### config.mk
export PLATFORM = sky130hd
export DESIGN_NAME = cam_writebram
export DESIGN_NICKNAME = d
export VERILOG_FILES = /design/src/rtl/cam_writebram.sv
export SDC_FILE = /design/constraint.sdc
export NUM_CORES = 1
export LEC_CHECK = 0
export ABC_CLOCK_PERIOD_IN_PS = 2300
export CAP_MARGIN = 20
export CORE_MARGIN = 3
export CORE_UTILIZATION = 55
export CTS_CLUSTER_DIAMETER = 30
export DETAILED_ROUTE_END_ITERATION = 10
export DONT_BUFFER_PORTS = 1
export PLACE_DENSITY_LB_ADDON = 0.05
export SLEW_MARGIN = 20
export SYNTH_ARGS = -nofsm -noshare
export SYNTH_HDL_FRONTEND = slang
export SYNTH_SLANG_ARGS = --single-unit
### constraint.sdc
create_clock -name pclk -period 2.3 [get_ports pclk]
set_input_delay 0.23 -clock pclk [delete_from_list [all_inputs] [get_ports pclk]]
set_output_delay 0.23 -clock pclk [all_outputs]
set_load 0.05 [all_outputs]
### src/rtl/cam_writebram.sv
// Camera capture front end for the QVGA RGB565 frame buffer.
// Registers the sensor bus and pairs bytes into 16-bit pixels. Pixels are
// written linearly from address 0. Settling frames after enable are discarded,
// writes past the end of the buffer are blocked, and each captured frame end
// is flagged with a one-cycle pulse.
module cam_writebram #(
    parameter int FRAME_WORDS = 76800,
    parameter int SKIP_FRAMES = 2
) (
    input  logic        pclk,
    input  logic        rst_n,
    input  logic        capture_en,
    input  logic        cam_vsync,
    input  logic        cam_href,
    input  logic [7:0]  cam_data,
    output logic [16:0] frame_addr,
    output logic [15:0] frame_pixel,
    output logic        frame_we,
    output logic        frame_done,
    output logic        overflow
);

    typedef enum logic [2:0] {
        S_IDLE,
        S_SYNC,    // enabled, waiting for the first frame start
        S_SKIP,    // discarding settling frames
        S_WAIT,    // settling done, waiting for the next frame start
        S_ACTIVE   // capturing pixels
    } state_t;

    localparam int              SKW       = (SKIP_FRAMES < 2) ? 1 : $clog2(SKIP_FRAMES + 1);
    localparam logic [SKW-1:0]  SKIP_LAST = SKW'(SKIP_FRAMES);
    localparam logic [16:0]     FULL_PTR  = 17'(FRAME_WORDS);

    // Registered sensor bus
    logic           r_vsync;
    logic           r_vsync_d;
    logic           r_href;
    logic [7:0]     r_data;

    // Control and datapath state
    state_t         r_state;
    state_t         w_state_nxt;
    logic [SKW-1:0] r_skip_cnt;
    logic           r_phase;
    logic [7:0]     r_high;
    logic [16:0]    r_wr_ptr;
    logic [16:0]    r_frame_addr;
    logic [15:0]    r_frame_pixel;
    logic           r_frame_we;
    logic           r_frame_done;
    logic           r_overflow;

    // Decoded events and FSM outputs
    logic           w_vsync_rise;
    logic           w_vsync_fall;
    logic           w_skip_last;
    logic           w_ptr_clear;
    logic           w_skip_clear;
    logic           w_skip_inc;
    logic           w_capture;
    logic           w_issue;
    logic           w_in_range;
    logic           w_done;

    assign w_vsync_rise = r_vsync & ~r_vsync_d;
    assign w_vsync_fall = ~r_vsync & r_vsync_d;
    assign w_skip_last  = (r_skip_cnt + SKW'(1)) == SKIP_LAST;
    assign w_in_range   = r_wr_ptr < FULL_PTR;

    // Register the sensor pins once; everything downstream uses these copies
    // NOTE: non-blocking assignments in clocked blocks keep every register
    // sampling the pre-edge value, so the pipeline order cannot race.
    always_ff @(posedge pclk or negedge rst_n) begin
        if (!rst_n) begin
            r_vsync   <= 1'b0;
            r_vsync_d <= 1'b0;
            r_href    <= 1'b0;
            r_data    <= 8'h00;
        end else begin
            r_vsync   <= cam_vsync;
            r_vsync_d <= r_vsync;
            r_href    <= cam_href;
            r_data    <= cam_data;
        end
    end

    // FSM state register
    always_ff @(posedge pclk or negedge rst_n) begin
        if (!rst_n) begin
            r_state <= S_IDLE;
        end else begin
            r_state <= w_state_nxt;
        end
    end

    // FSM next state; enable changes only act on frame boundaries
    // NOTE: the default assignment at the top of a combinational block gives
    // every path a value, so no latch is inferred.
    always_comb begin
        w_state_nxt = r_state;
        unique case (r_state)
            S_IDLE: begin
                if (capture_en) w_state_nxt = S_SYNC;
            end
            S_SYNC: begin
                if (!capture_en)       w_state_nxt = S_IDLE;
                else if (w_vsync_fall) w_state_nxt = (SKIP_FRAMES > 0) ? S_SKIP : S_ACTIVE;
            end
            S_SKIP: begin
                if (w_vsync_rise) begin
                    if (!capture_en)      w_state_nxt = S_IDLE;
                    else if (w_skip_last) w_state_nxt = S_WAIT;
                end
            end
            S_WAIT: begin
                if (!capture_en)       w_state_nxt = S_IDLE;
                else if (w_vsync_fall) w_state_nxt = S_ACTIVE;
            end
            S_ACTIVE: begin
                if (w_vsync_rise && !capture_en) w_state_nxt = S_IDLE;
            end
            default: w_state_nxt = S_IDLE;
        endcase
    end

    // FSM outputs: pointer restart, skip counting and byte-capture qualifiers
    always_comb begin
        w_ptr_clear  = 1'b0;
        w_skip_clear = 1'b0;
        w_skip_inc   = 1'b0;
        w_capture    = 1'b0;
        w_done       = 1'b0;
        unique case (r_state)
            S_SYNC: begin
                w_skip_clear = w_vsync_fall;
                w_ptr_clear  = w_vsync_fall && (SKIP_FRAMES == 0);
            end
            S_SKIP: begin
                w_skip_inc = w_vsync_rise;
            end
            S_WAIT: begin
                w_ptr_clear = w_vsync_fall;
            end
            S_ACTIVE: begin
                w_ptr_clear = w_vsync_fall;
                // A frame end discards a pending high byte
                w_capture   = r_href && !w_vsync_rise;
                w_done      = w_vsync_rise;
            end
            default: ;
        endcase
        w_issue = w_capture && r_phase;
    end

    // Count settling frames seen since the first frame start
    always_ff @(posedge pclk or negedge rst_n) begin
        if (!rst_n) begin
            r_skip_cnt <= '0;
        end else if (w_skip_clear) begin
            r_skip_cnt <= '0;
        end else if (w_skip_inc) begin
            r_skip_cnt <= r_skip_cnt + SKW'(1);
        end
    end

    // Byte pairing: phase restarts whenever href drops, so odd bytes vanish
    always_ff @(posedge pclk or negedge rst_n) begin
        if (!rst_n) begin
            r_phase <= 1'b0;
            r_high  <= 8'h00;
        end else begin
            r_phase <= w_capture ? ~r_phase : 1'b0;
            if (w_capture && !r_phase) begin
                r_high <= r_data;
            end
        end
    end

    // Write pointer and BRAM write port; writes at or past the end are blocked
    always_ff @(posedge pclk or negedge rst_n) begin
        if (!rst_n) begin
            r_wr_ptr      <= 17'd0;
            r_frame_addr  <= 17'd0;
            r_frame_pixel <= 16'h0000;
            r_frame_we    <= 1'b0;
        end else begin
            r_frame_we <= 1'b0;
            if (w_ptr_clear) begin
                r_wr_ptr <= 17'd0;
            end else if (w_issue && w_in_range) begin
                r_frame_addr  <= r_wr_ptr;
                r_frame_pixel <= {r_high, r_data};
                r_frame_we    <= 1'b1;
                r_wr_ptr      <= r_wr_ptr + 17'd1;
            end
        end
    end

    // Frame-end pulse and per-frame sticky overflow
    always_ff @(posedge pclk or negedge rst_n) begin
        if (!rst_n) begin
            r_frame_done <= 1'b0;
            r_overflow   <= 1'b0;
        end else begin
            r_frame_done <= w_done;
            if (w_vsync_fall) begin
                r_overflow <= 1'b0;
            end else if (w_issue && !w_in_range) begin
                r_overflow <= 1'b1;
            end
        end
    end

    assign frame_addr  = r_frame_addr;
    assign frame_pixel = r_frame_pixel;
    assign frame_we    = r_frame_we;
    assign frame_done  = r_frame_done;
    assign overflow    = r_overflow;

endmodule
## After elaboration in Yosys (flattened, before gate mapping)

Index checks and enable logic that the tools add are counted.

| operators by class | value |
|---|---|
| add/subtract/negate cells | 2 |
| order comparisons | 1 |
| eq/ne operators | 11 |
| multiplexer cells | 24 |
| bitwise gates (word level) | 6 |
| reductions and logical operators | 17 |

Operators with widths:

| kind | count |
|---|---|
| $mux W17 | 2 |
| $mux W3 | 9 |
| $add A17 B1 Y17 const B | 1 |
| $lt A17 B17 Y1 const B | 1 |
| $pmux W3 S5 | 1 |
| $mux W1 | 10 |
| $ne A3 B3 Y1 const B | 3 |
| $eq A3 B2 Y1 const B | 2 |
| $logic_and A1 B1 Y1 | 6 |
| $ne A2 B2 Y1 const B | 3 |
| $reduce_and A6 Y1 | 1 |
| $reduce_bool A2 Y1 | 3 |
| $logic_not A1 Y1 | 4 |
| $mux W2 | 2 |
| $not A1 Y1 | 4 |
| $eq A3 B1 Y1 const B | 1 |
| $eq A3 B3 Y1 const B | 1 |
| $logic_not A3 Y1 | 1 |
| $add A2 B1 Y2 const B | 1 |
| $and A1 B1 Y1 | 2 |
| $eq A2 B2 Y1 const B | 1 |
| $reduce_and A2 Y1 | 1 |
| $reduce_or A2 Y1 | 1 |

| storage, ports and cells | value |
|---|---|
| register bits | 78 |
| input bits | 13 |
| output and inout bits | 36 |
| logic and storage cells | 75 |

## Depth between registers and ports, before layout

Gate-level depths: netlist of run 1.

| depth | value |
|---|---|
| word-level depth | 9 |
| depth in mapped cells | 7 |
| depth with buffers taken out | 5 |

## Least setup slack after synthesis of run 1

Ideal clock, no wire load.

| timing path | value |
|---|---|
| path kind | flip-flop to flip-flop |
| start | register r_wr_ptr[10] |
| end | register r_frame_addr[0], in the netlist frame_addr[0] |
| library setup time | 0.128 ns |
| arrival | 1.794 ns |
| required time | 2.172 ns |
| path slack | 0.379 ns |
| cell stages (with the launch flop) | 6 |
| cell sequence | dfrtp_1 -> a2111oi_4 -> o2111ai_2 -> nor2_2 -> buf_2 -> mux2_1 |

| between the ends | value |
|---|---|
| longest elaborated chain between the ends | 3 |

RTL lines:

| element | line | source |
|---|---|---|
| start: declaration | 47 | `logic [16:0] r_wr_ptr;` |
| start signal: assignment | 195 | `r_wr_ptr <= r_wr_ptr + 17'd1;` |
| $lt A17 B17 Y1 | 69 | `assign w_in_range = r_wr_ptr < FULL_PTR;` |
| $logic_and A1 B1 Y1 | 191 | `end else if (w_issue && w_in_range) begin` |
| $reduce_and A2 Y1 (no source line) | n/a |  |
| end signal: assignment | 192 | `r_frame_addr <= r_wr_ptr;` |
| end: declaration | 48 | `logic [16:0] r_frame_addr;` |

No other way between the ends.
A chain may end at the register's enable or synchronous reset.

## Final worst setup path of run 1

| timing path | value |
|---|---|
| start | register r_wr_ptr[14] |
| end | register r_wr_ptr[10] |

| between the ends | value |
|---|---|
| longest elaborated chain between the ends | 3 |

RTL lines:

| element | line |
|---|---|
| $lt A17 B17 Y1 | 69 |
| $logic_and A1 B1 Y1 | 191 |
| $reduce_bool A2 Y1 (no source line) | n/a |

No other way between the ends.

==> results of run 1 <==
area by class of cell:
class | count | share of cell area [%]
Sequential cell | 78 | 52.2
Inverter | 6 | 0.603
Timing Repair Buffer | 22 | 6.03
Tap cell | 72 | 2.41
Clock buffer | 10 | 3.68
Multi-Input combinational cell | 157 | 33.2
Clock inverter | 6 | 1.84
metal layers:
| layer | up-vias | wire length (um) | track usage [%] |
|---|---|---|---|
| met5 | - | 0 | 0 |
| met4 | 0 | 115 | 7.88 |
| met3 | 11 | 332 | 5.36 |
| met2 | 51 | 2750 | 28.4 |
| met1 | 1030 | 2680 | 23.3 |
| li1 | 973 | - | - |
logic make-up (layout without fill, tap and decap cells):
logic type	Yosys count	after routing	synth area share [%]
buf+inv	16	44	2.04
mux	46	46	15.7
compound gates	40	40	9.11
flops	78	78	60.0
xor+xnor	1	1	0.269
simple gates	68	68	12.1
fa+ha+maj	2	2	0.769
cell usage in the layout, fill, tap and decap left out, types with 5 or more instances in the layout:
cell and n:
sky130_fd_sc_hd__dfrtp_1 78, sky130_fd_sc_hd__nand2_1 14, sky130_fd_sc_hd__nand3_1 5, sky130_fd_sc_hd__a21oi_1 14, sky130_fd_sc_hd__nor2_1 6, sky130_fd_sc_hd__or4_1 7
sky130_fd_sc_hd__mux2i_1 5, sky130_fd_sc_hd__nor4_1 5, sky130_fd_sc_hd__o31ai_1 8, sky130_fd_sc_hd__buf_4 9, sky130_fd_sc_hd__nand2b_1 8, sky130_fd_sc_hd__mux2_1 41
sky130_fd_sc_hd__clkbuf_8 10, sky130_fd_sc_hd__inv_1 5, sky130_fd_sc_hd__nand4_1 5, sky130_fd_sc_hd__dlygate4sd3_1 11, sky130_fd_sc_hd__o21ai_1 5
critical path, delay by kind of cell (launching register included):
kind	cells	cell delay, ns
buffers and inverters	1	0.26
AO/OA/AOI/OAI	3	0.82
flip-flops	1	0.49
AND/OR/NAND/NOR	1	0.51
cells in the mapped netlist:
master / n / area, um^2
sky130_fd_sc_hd__inv_2: 1 / 3.75
sky130_fd_sc_hd__a22oi_1: 1 / 7.51
sky130_fd_sc_hd__mux2_1: 41 / 462
sky130_fd_sc_hd__nand2_1: 14 / 52.6
sky130_fd_sc_hd__nor2b_1: 1 / 6.26
sky130_fd_sc_hd__a22o_1: 1 / 8.76
sky130_fd_sc_hd__nor2_2: 1 / 6.26
sky130_fd_sc_hd__ha_1: 2 / 25.0
sky130_fd_sc_hd__mux2i_1: 5 / 50.1
sky130_fd_sc_hd__nand3b_1: 1 / 7.51
sky130_fd_sc_hd__and4_1: 2 / 17.5
sky130_fd_sc_hd__or3b_1: 1 / 8.76
sky130_fd_sc_hd__nor4_1: 5 / 31.3
sky130_fd_sc_hd__o31ai_2: 1 / 12.5
sky130_fd_sc_hd__xnor2_1: 1 / 8.76
sky130_fd_sc_hd__a2111oi_4: 1 / 27.5
sky130_fd_sc_hd__o31ai_1: 8 / 60.1
sky130_fd_sc_hd__nand2b_1: 8 / 50.1
sky130_fd_sc_hd__dfrtp_1: 78 / 1950
sky130_fd_sc_hd__nor2_1: 6 / 22.5
sky130_fd_sc_hd__nand4_1: 5 / 31.3
sky130_fd_sc_hd__buf_2: 5 / 25.0
sky130_fd_sc_hd__or4_1: 7 / 52.6
sky130_fd_sc_hd__nand4b_1: 2 / 17.5
sky130_fd_sc_hd__o211a_1: 1 / 10.0
sky130_fd_sc_hd__inv_1: 5 / 18.8
sky130_fd_sc_hd__and2_1: 3 / 18.8
sky130_fd_sc_hd__o2111a_1: 1 / 11.3
sky130_fd_sc_hd__o21ai_1: 5 / 25.0
sky130_fd_sc_hd__or3_1: 3 / 18.8
sky130_fd_sc_hd__nand3_1: 5 / 25.0
sky130_fd_sc_hd__a221oi_1: 1 / 8.76
sky130_fd_sc_hd__nor3_1: 3 / 15.0
sky130_fd_sc_hd__a21o_1: 1 / 7.51
sky130_fd_sc_hd__nor3b_2: 1 / 12.5
sky130_fd_sc_hd__o31a_1: 1 / 8.76
sky130_fd_sc_hd__o2111ai_2: 1 / 15.0
sky130_fd_sc_hd__a21oi_2: 1 / 8.76
sky130_fd_sc_hd__o21a_1: 2 / 15.0
sky130_fd_sc_hd__a21oi_1: 14 / 70.1
sky130_fd_sc_hd__clkbuf_1: 5 / 18.8
registers in the layout, summed over array words and instances, names as in the netlist:
| name | flops |
|---|---|
| frame_addr | 17 |
| frame_done | 1 |
| frame_pixel | 16 |
| frame_we | 1 |
| overflow | 1 |
| r_data | 8 |
| r_high | 8 |
| r_href | 1 |
| r_phase | 1 |
| r_skip_cnt | 2 |
| r_state | 3 |
| r_vsync | 1 |
| r_vsync_d | 1 |
| r_wr_ptr | 17 |
report_power, final:
part	internal [mW]	switching, mW	leakage, nW
Clock	0.537	0.515	0.103
Combinational	0.119	0.119	0.578
Sequential	1.50	0.199	1.04
stage by stage:
stage	hold WS (ns)	cell area (um^2)	power [mW]	std cells
2_1_floorplan	-0.0656	3250	1.86	251
3_5_place_dp	-0.0638	3390	1.92	323
6_report	0.0181	3740	2.99	351
3_3_place_gp	-0.0638	3390	1.91	323
4_1_cts	0.00444	3740	3.02	351
5_1_grt	0.0134	3740	3.13	351
final timing paths:
| check | to | slack [ns] |
|---|---|---|
| setup reg to reg | r_wr_ptr[10]$_DFFE_PN0P_ | 0.14 |
| min in group asynchronous | frame_addr[4]$_DFFE_PN0P_ | 0.44 |
| hold reg to reg | r_vsync_d$_DFF_PN0_ | 0.42 |
| setup / recovery | r_wr_ptr[10]$_DFFE_PN0P_ | 0.14 |
| hold / removal | r_state[2]$_DFFE_PN0P_ | 0.02 |
| max in group asynchronous | r_data[0]$_DFF_PN0_ | 1.58 |
==> flow_summary.rst, run 1 <==
.. list-table::
   :header-rows: 1

   * - Metric
     - Value
   * - IR drop worst, VDD
     - 0.650 mV
   * - Count of antenna diodes in the layout
     - 0
   * - Result of the run
     - finished, final reports clean
   * - Worst r2r src
     - r_wr_ptr[14]$_DFFE_PN0P_
   * - Largest stage delay on the critical path
     - a little over 0.5 ns
   * - Final #Nets
     - about 290
   * - Synth Area per Inst
     - between 10 and 15 um^2
   * - Post-DP HPWL
     - between 3000 and 4000 um
   * - Share of the core filled with cells
     - between 60% and 70%
   * - Hold WC Path Type
     - in -> reg
   * - Chip Height
     - approximately 83 um
   * - Pins over their slew limit
     - 0
   * - Post-cts repair resize count
     - 0
   * - Detailed Route WL
     - just under 6000 um
   * - Clock Root Buffer
     - sky130_fd_sc_hd__clkbuf_8
   * - Number of search-and-repair iterations in the first detailed-routing pass
     - 4
   * - RSZ-0062 raised after global routing
     - false
   * - Hold Path Origin
     - capture_en
   * - Post-placement setup slack
     - roughly 0.17 ns
   * - Initial standard-cell utilization of the core
     - 58.0%
   * - Seq. cell area
     - between 0.0015 and 0.002 mm^2
   * - Register area share after synthesis
     - ~60%
   * - CP Data Required Time
     - around 2.6 ns
   * - Leakage power figure
     - around 1.7 nW
   * - Maximum number of pins on one net before global-route repair
     - 79
   * - Hold-fix buffers, CTS
     - 12
   * - Timing startpoint of the critical path
     - r_wr_ptr[14]$_DFFE_PN0P_
   * - Clock Latency Late Sink
     - roughly 0.34 ns
   * - Number of global-route vias before repair
     - about 2000
   * - Rel. slew slack
     - around 67%
   * - Num rows
     - 27
   * - Clock slew at reported path FFs
     - 0.08 ns
   * - CTS Buf Count
     - 9
   * - Critical Path Sink Type
     - register
   * - DRC Markers
     - 0
   * - Period utilization
     - between 90% and 100%
   * - Core area
     - between 0.005 and 0.006 mm^2
   * - Global-route wire length before repair
     - 10100 um
   * - Count of cell types in the netlist
     - between 40 and 50
   * - Fraction of final layout cells with drive strength greater than 1
     - between 10 and 15%
   * - Combined area of all synthesized cells
     - around 0.0033 mm^2
   * - Number of buffer cells added on primary ports
     - 0
   * - Hold Violations, Final
     - 0
   * - Tightest Pin Transition
     - approximately 0.50 ns
   * - Clock net sink count
     - 78
   * - Setup crit start kind
     - register
   * - GRT overflow
     - 0
   * - Worst Path Arrival
     - 2.43 ns
   * - Depth of the worst register-to-register path
     - 5
   * - Max-cap violation count
     - 0
   * - Setup WS post-layout
     - about 0.14 ns
   * - Final weighted congestion in routability-driven placement
     - ~0.8
   * - Cell Chain, Critical Path
     - o31ai_2 > o2111ai_2 > buf_4 > or4_1 > a21oi_1
   * - GRT Overall Usage
     - about 18%
   * - Yosys warning total
     - 0
   * - Number of H-tree branching levels
     - 3
   * - Count of buffers added by post-CTS timing repair for setup
     - 0
   * - Maximum achievable frequency
     - between 400 and 500 MHz
   * - Slowest-stage cell, CP
     - sky130_fd_sc_hd__or4_1
   * - Antenna-violating nets left
     - 0
   * - Detail-routed via count per cell
     - 5.88
   * - Synthesized netlist net count
     - around 270
   * - Fin Setup TNS
     - 0 ns
   * - Largest clock skew in the final design
     - around 0.011 ns
   * - Tmin final
     - ~2.2 ns
   * - Clk buf depth
     - 2
   * - Clock tree from TritonCTS
     - done
   * - Cells after Synth
     - 251
   * - Vias post-DR
     - 2065
   * - Area growth, synth to finish
     - 14.8%
   * - Setup violators final
     - 0
   * - Count of state elements after synthesis
     - just under 80
   * - X dimension of the die
     - just over 80 um
   * - Die area
     - a little under 0.007 mm^2
   * - Average wire per standard cell
     - between 15 and 20 um
   * - Count of routing violations after the opening detailed-route iteration
     - 61
   * - Hold path cells
     - 2
   * - Power per standard cell area
     - roughly 800 mW/mm^2
   * - Number of fillers in the final layout
     - 421
   * - Worst Path Max Fanout
     - 18
   * - IO Pins
     - about 50
   * - Area taken by multi-input logic gates
     - 0.00124 mm^2
   * - Initial antenna violation count
     - 0
   * - Class of the most critical setup path
     - reg -> reg
(Power assumes the default switching activity.)
==> inputs of run 2 (changes only) <==
CORE_UTILIZATION = 25   (was 55)
HOLD_SLACK_MARGIN = 0.15   (was not set)
==> flow_summary.rst, run 2 (synthesis results as in run 1) <==
.. list-table::
   :header-rows: 1

   * - Metric
     - Value
   * - IO Pins
     - 49 (unchanged)
   * - Class of the most critical setup path
     - reg -> reg
   * - Post-DP HPWL
     - 4690 um (+21%)
   * - Number of global-route vias before repair
     - 2112 (+3.2%)
   * - Result of the run
     - finished, final reports clean
   * - Sequential Power Share
     - 49.2% (-7.7 points)
   * - Period utilization
     - 91.4% (-2.6 points)
   * - Largest stage delay on the critical path
     - 0.50 ns (about the same)
   * - Slowest-stage cell, CP
     - sky130_fd_sc_hd__or4_1
   * - Max-cap violation count
     - 0 (unchanged)
   * - Tightest Pin Transition
     - 0.506 ns (+0.00588 ns)
   * - Antenna-violating nets left
     - 0 (unchanged)
   * - Clock net sink count
     - 78 (unchanged)
   * - Leakage power figure
     - 1.78 nW (+3.5%)
   * - Switching power share of the total
     - 25.9% (-1.9 points)
   * - GRT Overall Usage
     - 11.2% (-6.8 points)
   * - Most used cells in the layout excluding fill and tap cells
     - 78 x sky130_fd_sc_hd__dfrtp_1, 41 x sky130_fd_sc_hd__mux2_1, 14 x sky130_fd_sc_hd__a21oi_1, 14 x sky130_fd_sc_hd__nand2_1
   * - Count of routing violations after the opening detailed-route iteration
     - 82 (+34%)
   * - Share of the core filled with cells
     - 31.6% (-35 points)
   * - Rel. slew slack
     - 66.3% (-0.39 points)
   * - Sw power
     - 0.901 mW (+8.3%)
   * - DRC Markers
     - 0 (unchanged)
   * - Worst Path Arrival
     - 2.36 ns (-0.07 ns)
   * - Clk buf depth
     - 2 (unchanged)
   * - Hold Violations, Final
     - 0 (unchanged)
   * - Critical Path Sink Type
     - register
   * - X dimension of the die
     - 120 um (+45%)
   * - Die area
     - 0.0144 mm^2 (+110%)
   * - Power per standard cell area
     - 868 mW/mm^2 (+8.5%)
   * - Setup violators final
     - 0 (unchanged)
   * - Fin Setup TNS
     - 0 ns (unchanged)
   * - RSZ-0062 raised after global routing
     - false
   * - Core area
     - 0.0127 mm^2 (+130%)
   * - Internal Power
     - 2.58 mW (+19%)
   * - Maximum achievable frequency
     - 476 MHz (+2.8%)
   * - Global-route wire length before repair
     - 12300 um (+22%)
   * - Final weighted congestion in routability-driven placement
     - 0.730 (-6.5%)
   * - Final #Nets
     - 293 (+1.4%)
   * - Worst r2r src
     - r_wr_ptr[15]$_DFFE_PN0P_
   * - Cell Chain, Critical Path
     - a2111oi_4 > o2111ai_2 > buf_4 > or4_1 > a21oi_1
   * - Detail-routed via count per cell
     - 4.50 (-23%)
   * - CTS Buf Count
     - 9 (unchanged)
   * - Fraction of final layout cells with drive strength greater than 1
     - 12.4% (+0.18 points)
   * - Clock Power Share
     - 44.1% (+8.9 points)
   * - Pins over their slew limit
     - 0 (unchanged)
   * - Commonest non-fill, non-tap cell in the layout
     - sky130_fd_sc_hd__dfrtp_1
   * - Maximum number of pins on one net before global-route repair
     - 79 (unchanged)
   * - Setup crit start kind
     - register
   * - Proportion of power drawn by combinational gates
     - 6.8% (-1.2 points)
   * - Number of fillers in the final layout
     - 1307 (+210%)
   * - Area growth, synth to finish
     - 23.1%
   * - Clock Root Buffer
     - sky130_fd_sc_hd__clkbuf_16
   * - Worst Path Max Fanout
     - 12 (-6)
   * - Chip Height
     - 120 um (+45%)
   * - Largest clock skew in the final design
     - 0.00856 ns (-0.00292 ns)
   * - Clock slew at reported path FFs
     - 0.06 ns (-0.02 ns)
   * - Hold Path Origin
     - capture_en
   * - Hold WC Path Type
     - in -> reg
   * - Timing startpoint of the critical path
     - r_wr_ptr[15]$_DFFE_PN0P_
   * - Vias post-DR
     - 2048 (-0.82%)
   * - Number of H-tree branching levels
     - 3 (unchanged)
   * - Num rows
     - 41 (+52%)
   * - Initial standard-cell utilization of the core
     - 25.7% (-32 points)
   * - Average wire per standard cell
     - 16.1 um (-4.0%)
   * - IR drop worst, VDD
     - 0.572 mV (-12%)
   * - CP Data Required Time
     - 2.56 ns (about the same)
   * - Count of buffers added by post-CTS timing repair for setup
     - 0 (unchanged)
   * - Count of antenna diodes in the layout
     - 0 (unchanged)
   * - GRT overflow
     - 0 (unchanged)
   * - Detailed Route WL
     - 7330 um (+24%)
   * - Number of search-and-repair iterations in the first detailed-routing pass
     - 4 (unchanged)
   * - Clock Latency Late Sink
     - 0.34 ns (about the same)
   * - Tmin final
     - 2.10 ns (-0.0598 ns)
   * - Clock tree from TritonCTS
     - done
   * - Initial antenna violation count
     - 0 (unchanged)
   * - Number of buffer cells added on primary ports
     - 0 (unchanged)
[run 2: cell count changes in the layout (fill, tap and decap cells not counted)]
cell | previous run | this run
sky130_fd_sc_hd__clkinvlp_4 | 1 | 2
sky130_fd_sc_hd__clkinv_4 | 2 | 1
sky130_fd_sc_hd__inv_6 | 1 | 0
sky130_fd_sc_hd__clkbuf_1 | 0 | 2
sky130_fd_sc_hd__clkinv_2 | 1 | 0
sky130_fd_sc_hd__dlygate4sd3_1 | 11 | 12
sky130_fd_sc_hd__buf_4 | 9 | 12
sky130_fd_sc_hd__clkbuf_8 | 10 | 0
sky130_fd_sc_hd__bufinv_16 | 1 | 2
sky130_fd_sc_hd__clkbuf_16 | 0 | 9
[run 2: repair_timing]
item / 4_1_cts / 5_1_grt
hold buffers: 13 / 0
endpoints found under the hold margin: 91 / 0
resized for setup: 0 / 0
[run 2: worst max-delay path: cells and delay by family (launching register included)]
kind	cells	cell delay, ns
and+or+nand+nor	1	0.50
AOI/OAI and AO/OA	3	0.81
DFF	1	0.48
buffers and inverters	1	0.24
[run 2: cell type report]
type	instances	area, um^2	share of cell area, %
clock inverter	5	83.8	2.09
multi-input combinational	157	1240	31.0
inverter	6	22.5	0.562
tap	172	215	5.37
clock buffer	11	233	5.81
sequential	78	1950	48.7
timing repair buffer	26	258	6.44
[run 2: metrics by stage]
step                cells  power (mW)  cell area [um^2]  setup WS, ns  hold WS, ns
floorplan             251        1.86              3250         0.379      -0.0656
global placement      426        1.92              3540         0.247      -0.0612
detailed placement    426        1.93              3540         0.197      -0.0621
CTS                   455        3.55              4010         0.176        0.193
global route          455        3.64              4010        0.0567        0.247
finish                455        3.48              4010         0.198        0.202
[run 2: worst paths after layout]
path / cells past startpoint / endpoint / slack (ns)
setup / recovery: 5 / r_wr_ptr[10]$_DFFE_PN0P_ / 0.20
hold / removal: 3 / r_state[0]$_DFFE_PN0P_ / 0.20
setup reg to reg: 5 / r_wr_ptr[10]$_DFFE_PN0P_ / 0.20
hold reg to reg: 0 / r_vsync_d$_DFF_PN0_ / 0.42
max in group asynchronous: 2 / frame_addr[16]$_DFFE_PN0P_ / 1.52
min in group asynchronous: 2 / frame_addr[3]$_DFFE_PN0P_ / 0.46
[run 2: power by group through the flow]
stage | clock network [mW] | registers, mW | logic (mW)
2_1_floorplan | 0 | 1.70 | 0.161
3_3_place_gp | 0 | 1.74 | 0.183
3_5_place_dp | 0 | 1.74 | 0.188
4_1_cts | 1.60 | 1.71 | 0.243
5_1_grt | 1.64 | 1.73 | 0.270
6_report | 1.53 | 1.71 | 0.235
[run 2: per-layer routing]
metal | wire length [um] | global-route usage (%) | vias to the layer above | share of wire [%]
met4 | 145 | 4.94 | 0 | 2.0
met1 | 3440 | 14.6 | 1012 | 47
met3 | 460 | 4.67 | 7 | 6.3
met2 | 3290 | 16.4 | 49 | 45
li1 | - | - | 980 | -
met5 | 0 | 0 | - | 0
